**src/rtl/adsr_envelope.sv**
```systemverilog
// adsr_envelope: four-stage ADSR envelope generator, single clk domain.
// A sample tick is a rising edge of sample_clk seen in the clk domain.
// The tick edge updates the gate, state and accumulator. The output
// registers follow one clk later, and every value holds between ticks.
//
// Ports:
//   clk          system clock
//   rst          synchronous active-high reset
//   sample_clk   sample strobe, synchronous to clk
//   sample_in0   gate input, with a hysteresis comparator
//   sample_in1   attack rate CV
//   sample_in2   decay / release rate CV
//   sample_in3   sustain level CV
//   sample_out0  envelope, 0..32767
//   sample_out1  inverted envelope, 32767 - sample_out0
//   sample_out2  end-of-attack trigger: 20000 for one sample period, else 0
//   sample_out3  state code x 4096 (IDLE=0, A=1, D=2, S=3, R=4)
module adsr_envelope #(
  parameter int W           = 16,
  parameter int GATE_THRESH = 4000,
  parameter int GATE_HYST   = 1000
) (
  input  logic                clk,
  input  logic                rst,
  input  logic                sample_clk,
  input  logic signed [W-1:0] sample_in0,
  input  logic signed [W-1:0] sample_in1,
  input  logic signed [W-1:0] sample_in2,
  input  logic signed [W-1:0] sample_in3,
  output logic signed [W-1:0] sample_out0,
  output logic signed [W-1:0] sample_out1,
  output logic signed [W-1:0] sample_out2,
  output logic signed [W-1:0] sample_out3
);

  localparam int ACC_W = W + 7;
  localparam logic [ACC_W-1:0]    ACC_MAX    = {ACC_W{1'b1}};
  localparam logic [ACC_W-1:0]    ACC_ZERO   = {ACC_W{1'b0}};
  localparam logic [ACC_W-1:0]    ACC_ONE    = {{(ACC_W-1){1'b0}}, 1'b1};
  localparam logic signed [W-1:0] THR_ON     = W'(GATE_THRESH);
  localparam logic signed [W-1:0] THR_OFF    = W'(GATE_THRESH - GATE_HYST);
  localparam logic [W-1:0]        FULL_SCALE = {1'b0, {(W-1){1'b1}}};
  localparam logic [W-1:0]        EOA_LEVEL  = W'(32'd20000);
  localparam logic [W-1:0]        OUT_ZERO   = {W{1'b0}};

  typedef enum logic [2:0] {
    ST_IDLE    = 3'd0,
    ST_ATTACK  = 3'd1,
    ST_DECAY   = 3'd2,
    ST_SUSTAIN = 3'd3,
    ST_RELEASE = 3'd4
  } state_t;

  // Rate CV to per-tick step: max(cv, 0) + 1, so the step is always at least 1.
  function automatic logic [ACC_W-1:0] rate_step(input logic signed [W-1:0] cv);
    logic [ACC_W-1:0] s;
    if (cv[W-1]) begin
      s = ACC_ONE;
    end else begin
      s = {{(ACC_W-W){1'b0}}, cv} + ACC_ONE;
    end
    return s;
  endfunction

  // Add with one guard bit and clamp to ACC_MAX, so a step never wraps the accumulator.
  function automatic logic [ACC_W-1:0] sat_add(input logic [ACC_W-1:0] a,
                                                input logic [ACC_W-1:0] b);
    logic [ACC_W:0] sum;
    logic [ACC_W-1:0] r;
    sum = {1'b0, a} + {1'b0, b};
    if (sum >= {1'b0, ACC_MAX}) begin
      r = ACC_MAX;
    end else begin
      r = sum[ACC_W-1:0];
    end
    return r;
  endfunction

  // Subtract and clamp at zero.
  function automatic logic [ACC_W-1:0] sat_sub(input logic [ACC_W-1:0] a,
                                                input logic [ACC_W-1:0] b);
    logic [ACC_W-1:0] r;
    if (b >= a) begin
      r = ACC_ZERO;
    end else begin
      r = a - b;
    end
    return r;
  endfunction

  state_t           state_r, state_next_s;
  logic [ACC_W-1:0] acc_r, acc_next_s;
  logic             gate_r, gate_next_s;
  logic             eoa_r, eoa_next_s;
  logic             sample_clk_d_r;
  logic             tick_d_r;
  logic             tick_s;
  logic             gate_cmp_s;
  logic             rise_s, fall_s;
  logic [ACC_W-1:0] tgt_s, att_val_s, dec_val_s, rel_val_s;
  logic [W-1:0]     env_s;

  assign tick_s = sample_clk & ~sample_clk_d_r;
  assign env_s  = {1'b0, acc_r[ACC_W-1:8]};

  // Gate comparator, rate steps and candidate accumulator values for this tick.
  always_comb begin
    gate_cmp_s = gate_r;
    if (gate_r) begin
      gate_cmp_s = !(sample_in0 < THR_OFF);
    end else begin
      gate_cmp_s = (sample_in0 > THR_ON);
    end
    rise_s = gate_cmp_s & ~gate_r;
    fall_s = ~gate_cmp_s & gate_r;
    if (sample_in3[W-1]) begin
      tgt_s = ACC_ZERO;
    end else begin
      tgt_s = {sample_in3[W-2:0], 8'h00};
    end
    att_val_s = sat_add(acc_r, rate_step(sample_in1));
    dec_val_s = sat_sub(acc_r, rate_step(sample_in2));
    rel_val_s = dec_val_s;
  end

  // Next state, accumulator and end-of-attack flag. Gate edges take precedence over level-driven moves.
  always_comb begin
    state_next_s = state_r;
    acc_next_s   = acc_r;
    gate_next_s  = gate_r;
    eoa_next_s   = eoa_r;
    if (tick_s) begin
      gate_next_s = gate_cmp_s;
      eoa_next_s  = 1'b0;
      if (rise_s || (state_r == ST_ATTACK && !fall_s)) begin
        // A retrigger keeps the current level and steps up from there.
        if (att_val_s == ACC_MAX) begin
          acc_next_s   = ACC_MAX;
          state_next_s = ST_DECAY;
          eoa_next_s   = 1'b1;
        end else begin
          acc_next_s   = att_val_s;
          state_next_s = ST_ATTACK;
        end
      end else if (fall_s && (state_r == ST_ATTACK || state_r == ST_DECAY ||
                              state_r == ST_SUSTAIN || state_r == ST_RELEASE)) begin
        if (rel_val_s == ACC_ZERO) begin
          acc_next_s   = ACC_ZERO;
          state_next_s = ST_IDLE;
        end else begin
          acc_next_s   = rel_val_s;
          state_next_s = ST_RELEASE;
        end
      end else begin
        case (state_r)
          ST_IDLE: begin
            acc_next_s = ACC_ZERO;
          end
          ST_DECAY: begin
            // This also covers an entry level already below the target.
            if (dec_val_s <= tgt_s) begin
              acc_next_s   = tgt_s;
              state_next_s = ST_SUSTAIN;
            end else begin
              acc_next_s = dec_val_s;
            end
          end
          ST_SUSTAIN: begin
            acc_next_s = tgt_s;
          end
          ST_RELEASE: begin
            if (rel_val_s == ACC_ZERO) begin
              acc_next_s   = ACC_ZERO;
              state_next_s = ST_IDLE;
            end else begin
              acc_next_s = rel_val_s;
            end
          end
          default: begin
            acc_next_s   = ACC_ZERO;
            state_next_s = ST_IDLE;
          end
        endcase
      end
    end else begin
      state_next_s = state_r;
    end
  end

  // State register: state, accumulator, gate, edge detector and tick delay.
  always_ff @(posedge clk) begin
    if (rst) begin
      state_r        <= ST_IDLE;
      acc_r          <= ACC_ZERO;
      gate_r         <= 1'b0;
      eoa_r          <= 1'b0;
      sample_clk_d_r <= 1'b0;
      tick_d_r       <= 1'b0;
    end else begin
      state_r        <= state_next_s;
      acc_r          <= acc_next_s;
      gate_r         <= gate_next_s;
      eoa_r          <= eoa_next_s;
      sample_clk_d_r <= sample_clk;
      tick_d_r       <= tick_s;
    end
  end

  // Output registers, loaded one clk after each tick.
  always_ff @(posedge clk) begin
    if (rst) begin
      sample_out0 <= OUT_ZERO;
      sample_out1 <= FULL_SCALE;
      sample_out2 <= OUT_ZERO;
      sample_out3 <= OUT_ZERO;
    end else if (tick_d_r) begin
      sample_out0 <= env_s;
      sample_out1 <= FULL_SCALE - env_s;
      sample_out2 <= eoa_r ? EOA_LEVEL : OUT_ZERO;
      sample_out3 <= {{(W-15){1'b0}}, state_r, 12'h000};
    end
  end

endmodule

```
**config.mk**
```make
export PLATFORM = sky130hd
export DESIGN_NAME = adsr_envelope
export DESIGN_NICKNAME = d
export VERILOG_FILES = /design/src/rtl/adsr_envelope.sv
export SDC_FILE = /design/constraint.sdc
export NUM_CORES = 1
export LEC_CHECK = 0
export CAP_MARGIN = 20
export CORE_ASPECT_RATIO = 1.25
export CORE_MARGIN = 8
export CORE_UTILIZATION = 47
export CTS_CLUSTER_DIAMETER = 80
export DETAILED_ROUTE_END_ITERATION = 10
export MAX_ROUTING_LAYER = met4
export PLACE_DENSITY = 0.8
export SLEW_MARGIN = 20
export SYNTH_ARGS = -nofsm -noshare
export SYNTH_HDL_FRONTEND = slang
export SYNTH_SLANG_ARGS = --single-unit
```
**constraint.sdc**
```tcl
create_clock -name clk -period 5.8 [get_ports clk]
set_input_delay 0.58 -clock clk [delete_from_list [all_inputs] [get_ports clk]]
set_output_delay 0.58 -clock clk [all_outputs]
set_load 0.005 [all_outputs]
```
* Word-level counts from Yosys, hierarchy flattened *
Index checks and enable logic that the tools add are counted.

word-level totals
  ROM bits = 0
  RAM bits = 0
  logic and storage cells = 68
  latch bits = 0
  output and inout bits = 64
  memories kept = 0
  bits of input ports = 67
  register bits after elaboration = 80

cells by class
  equal/unequal tests = 8
  magnitude comparators = 5
  $add $sub $neg = 5
  $mul = 0
  mux-type cells = 22
  bitwise logic cells = 6
  shift operators = 0
  divide/modulo/power cells = 0
  reduce and logical (&&, ||, !) cells = 12

operators by type and width
  cell                                                                                    count
  23-bit two-way mux                                                                      8
  23-bit case mux with 3 select lines                                                     1
  16-bit by 1-bit adder with 17-bit output (second input constant)                        2
  17-bit two-way mux                                                                      2
  23-bit by 23-bit adder with 24-bit output                                               1
  24-bit by 23-bit greater-or-equal comparator with 1-bit output (second input constant)  1
  23-bit == test (second input constant)                                                  1
  23-bit greater-or-equal comparator                                                      1
  23-bit <= comparator                                                                    1
  23-bit logical NOT                                                                      1
  23-bit subtractor                                                                       1
  16-bit by 13-bit greater-than comparator with 1-bit output (second input constant)      1
  16-bit by 13-bit less-than comparator with 1-bit output (second input constant)         1
  15-bit by 15-bit subtractor with 16-bit output (first input constant)                   1
  15-bit two-way mux                                                                      1
  3-bit two-way mux                                                                       5
  3-bit case mux with 3 select lines                                                      1
  4-bit by 2-bit != test with 1-bit output (second input constant)                        2
  3-bit by 2-bit == test with 1-bit output (second input constant)                        2
  1-bit logical OR                                                                        4
  4-bit AND reduction                                                                     1
  1-bit bitwise AND                                                                       3
  3-bit by 1-bit == test with 1-bit output (second input constant)                        1
  3-bit == test (second input constant)                                                   1
  8 further kinds                                                                         14

* Depth between registers and ports, before layout *
  depth in word-level cells = 10
  gate-level depth with buffers = 28
  mapped depth without buffers = 25

* Worst setup path before layout *
Ideal clock, no wire load.

  path type = in2reg
  from = input sample_in2[3]
  to = register acc_r[8]
  arrival = 5938 ps
  buffers on the path = 4
  setup slack = -265 ps
  stages = 28
  data required time = 5673 ps
  library setup time = 127 ps
  path through = and4_1 > and3_1 > and4_1 > and3_1 > xor2_1 > nand2b_1 > ha_1 > buf_2 > nand4_1 > or4_1 > nor2_1 > o2111ai_1 > a21oi_1 > clkbuf_1 > clkbuf_1 > nor2_1 > ha_1 > a21o_1 > a21o_1 > a221o_1 > a221oi_1 > a21o_1 > nor2_1 > nand2_1 > o22ai_4 > buf_4 > a221oi_1 > nor4_1

on the way
  cells in the longest elaborated chain, start to end = 9
  elaborated cells on any way between the ends = 12
  those cells by class = add/sub (2); order compare (2); mux (7); reduce/logical (1)

ends and longest elaborated chain
  what                                                                            RTL line       text
  from (decl)                                                                     28             input logic signed [W-1:0] sample_in2,
  16-bit by 1-bit adder with 17-bit output (*)                                    60             s = {{(ACC_W-W){1'b0}}, cv} + ACC_ONE;
  17-bit two-way mux (*)                                                          57             if (cv[W-1]) begin
  23-bit subtractor / 23-bit greater-or-equal comparator (equally long branches)  86, 83
  23-bit two-way mux (*)                                                          83             if (b >= a) begin
  23-bit <= comparator / 23-bit logical NOT (equally long branches)               161, 147, 172
  23-bit two-way mux (on tied branches)                                           161, 147, 172
  23-bit case mux with 3 select lines                                             155            case (state_r)
  23-bit two-way mux (*)                                                          145            end else if (fall_s && (state_r == ST_ATTACK || state_r == ST_DECAY ||
  23-bit two-way mux (*)                                                          135            if (rise_s || (state_r == ST_ATTACK && !fall_s)) begin
  to (signal assigned)                                                            201            acc_r <= acc_next_s;
  to (decl)                                                                       92             logic [ACC_W-1:0] acc_r, acc_next_s;

Every way passes the cells marked *; elsewhere a longest branch is shown, timed or not.
A chain may end at the register's enable or synchronous reset.

* Worst setup path in the final report *
  from = input sample_in2[2]
  to = register state_r[0]

on the way
  cells in the longest elaborated chain, start to end = 7
  elaborated cells on any way between the ends = 10
  those cells by class = add/sub (2); order compare (2); eq/ne (2); mux (2); reduce/logical (2)

ends and longest elaborated chain
  what                                                                            RTL line  text
  16-bit by 1-bit adder with 17-bit output (*)                                    60
  17-bit two-way mux (*)                                                          57
  23-bit subtractor / 23-bit greater-or-equal comparator (equally long branches)  86, 83
  23-bit two-way mux (*)                                                          83
  23-bit <= comparator / 23-bit logical NOT (equally long branches)               161, 172
  4-bit by 2-bit != test with 1-bit output (no source line)                       --
  4-bit AND reduction (no source line) (*)                                        --
  to (signal assigned)                                                            200       state_r <= state_next_s;
  to (decl)                                                                       91        state_t state_r, state_next_s;

Marks and branches as above.

==> impl_metrics.env <==
export IMPL_gr_usage_all_layers=0.237
export IMPL_wl_per_cell_um=17.7
export IMPL_antenna_found_initial=0
export IMPL_clockRootBuffer="clkbuf_16"
export IMPL_ys_flop_type="dfxtp_1"
export IMPL_power_density_nw_per_um2=243
export IMPL_cp_slowest_cell="or4_4"
export IMPL_area_growth_pct=30.4
export IMPL_hpwl_um=18200
export IMPL_synth_edf_count=0
export IMPL_hp_class="flip-flop to flip-flop"
export IMPL_path_max_fanout=6
export IMPL_grt_pass1_wl_um=36500
export IMPL_route_antenna_remaining_nets=0
export IMPL_skew_ps=7.10
export IMPL_ys_ff_latch=64
export IMPL_gr_total_overflow=0
export IMPL_synthCells=955
export IMPL_n_antenna_cell=0
export IMPL_portBuffers=104
export IMPL_start_util=0.475
export IMPL_yosysSeqAreaShare=0.183
export IMPL_grt_max_degree=62
export IMPL_cts_tree="built"
export IMPL_worst_pin_slew_ps=918
export IMPL_rows=50
export IMPL_synth_cell_types=82
export IMPL_endpoint_kind="flip-flop"
export IMPL_place_gp_congestion=0.983
export IMPL_worstSetupPathType="input pin to flip-flop"
export IMPL_cp_top_family="compound AO/OA/AOI/OAI gates"
export IMPL_outcome="complete, no violations"
export IMPL_crit_chain="clkdlybuf4s50_1 -> and3_4 -> and3_4 -> xor2_1 -> nand2b_1 -> ha_1 -> nand4_1 -> or4_4 -> nor2_4 -> o2111ai_2 -> a21oi_2 -> nor2_1 -> ha_1 -> a21o_1 -> a21o_1 -> a221o_1 -> a221oi_1 -> a21o_1 -> inv_1 -> buf_4 -> a31oi_1 -> o31a_1 -> and2_1 -> a211oi_2"
export IMPL_required_ps=5990
export IMPL_ctsHoldBuffers=0
export IMPL_synth_most_common_cell="nand2_1"
export IMPL_cts_clk_slew_worst_paths_ps=60
export IMPL_setup_viol=0
export IMPL_vdd_drop_max_mv=0.126
export IMPL_slew_violations=0
export IMPL_clock_sinks=64
export IMPL_coreArea_um2=14800
export IMPL_vias=7634
export IMPL_placed_cells_incl_taps=1277
export IMPL_p_total_w=0.00222
export IMPL_drt_wl_total_um=23000
export IMPL_cts_path_max_buffers=2
export IMPL_syn_cell_area_um2=7010
export IMPL_fmax_mhz=181
export IMPL_synth_common_cells="nand2_1, a21oi_1, nor2_1, nand2b_1"
export IMPL_drv_cap=0
export IMPL_clkLatencyLatePin_ps=330
export IMPL_numCtsBuffers=9
export IMPL_leakagePower_nw=3.74
export IMPL_dieArea_um2=19100
export IMPL_nFillCells=1355
export IMPL_nNetsFinal=1235
export IMPL_hold_worst_slack_ps=460
export IMPL_hold_viol=0
export IMPL_synth_top_area_frac=0.183
export IMPL_h_tree_depth=3
export IMPL_syn_area_per_cell_um2=7.34
export IMPL_yosysTopAreaCell="dfxtp_1"
export IMPL_async_flop_share=0
export IMPL_drt_iter0_markers=473
export IMPL_layout_min_cycle_time_ps=5520
export IMPL_avgViaCountPerCell=5.87
export IMPL_cp_data_arrival_time_ps=5710
export IMPL_startpoint_type="input pin"
export IMPL_first_global_vias=7526
export IMPL_fp_dieW_um=125
export IMPL_layout_drive_gt1_share=0.150
export IMPL_fin_cells=1300
export IMPL_slew_headroom=0.385
export IMPL_crit_buf_inv=3
export IMPL_synth_area_leaders="dfxtp_1, ha_1, nand2b_1"
export IMPL_io_pins=131
export IMPL_drt_pre_antenna_iters=5
export IMPL_drc_errors=0
export IMPL_cpPeakStageDelay_ps=560
export IMPL_die_h_um=153
export IMPL_cpMostUsedCell="a21o_1"
export IMPL_finalCritPeriodShare=0.953
export IMPL_yosysWarnings=0
## layout make-up
type	count	area (µm²)	share of cell area
Clock inverter	6	67.6	0.00739
Multi-Input combinational cell	815	5430	0.593
Timing Repair Buffer	201	1820	0.199
Tap cell	182	228	0.0249
Sequential cell	64	1280	0.140
Inverter	22	82.6	0.00903
Clock buffer	10	239	0.0261
## metal layers
layer	up-vias	GRT usage	routed length, µm
met5	-	-	0
met4	0	0.111	871
met3	59	0.0326	1340
met2	301	0.419	11500
met1	3528	0.256	9220
li1	3746	-	-
## stage by stage
stage	area [µm²]	setup TNS [ps]	utilization	worst slack [ps]
CTS	8960	0	0.607	6.17
detailed placement	8640	-6730	0.585	-344
global placement	8640	-4710	0.585	-287
floorplan	7110	0	-	9.33
global route	9150	-39.4	0.619	-39.4
finish	9150	0	0.619	275
## sequential cells by signal (all words and copies together), names as in the netlist, 3 cells and up
| signal | cells |
|---|---|
| sample_out0 | 15 |
| sample_out1 | 15 |
| state_r | 3 |
| acc_r | 23 |
| sample_out3 | 3 |
## what timing repair did
item	CTS	global route
resized for setup	3	34
setup endpoints to repair	4	25
gates cloned	0	1
pin swaps	1	18
buffers inserted	1	5
## tightest hold or removal path: cells and delay by family, from the launching register on
kind,cells,cell delay [ps]
compound gates,1,50
simple gates,1,50
flops,1,310
## where the power goes
part / internal, W / switching [W] / leakage [nW]
Clock: 0.000345 / 0.000204 / 0.145
Combinational: 0.000552 / 0.000608 / 3.07
Sequential: 0.000464 / 0.0000469 / 0.521
Total: 0.00136 / 0.000859 / 3.74
## worst paths after layout
path                       from          to  slack (ps)  depth (start not counted)
setup / recovery  sample_in2[2]  state_r[0]         280                         24
hold reg to reg           eoa_r       eoa_r         460                          2
hold / removal            eoa_r       eoa_r         460                          2
setup reg to reg       acc_r[0]  state_r[0]         960                         23
## placed cells by master, fill, tap and decap left out, types with 5 or more instances in the layout
cell              n
or3_1            10
and3_1            9
and2_1            9
a21oi_2           5
xor2_1           17
nand2_1          90
o21ai_0          61
a211oi_1         10
clkdlybuf4s50_1  94
nand2b_1         76
and4_1           10
o21a_1           12
nor3_1           21
clkbuf_16        10
nor2_1           77
ha_1             50
xnor2_1          29
a221oi_1          5
o21ai_1           7
o211ai_1          9
dlymetal6s2s_1    9
dfxtp_1          64
conb_1           28
nand4_1          14
nor4_1            8
inv_1            22
a31o_2            5
nand3_1          25
a21oi_1          81
buf_4            94
a31oi_1           5
a2111oi_2         9
nor2b_1          11
a21o_1           16
## cell families after synthesis
logic type,after synthesis,share of synthesized area
other,2,0.00107
adders and majority gates,55,0.100
xor gates and xnor gates,46,0.0575
muxes,6,0.0105
and+or+nand+nor,394,0.298
DFF,64,0.183
AOI/OAI and AO/OA,286,0.277
buffers and inverters,102,0.0726
(Power assumes the default switching activity.)
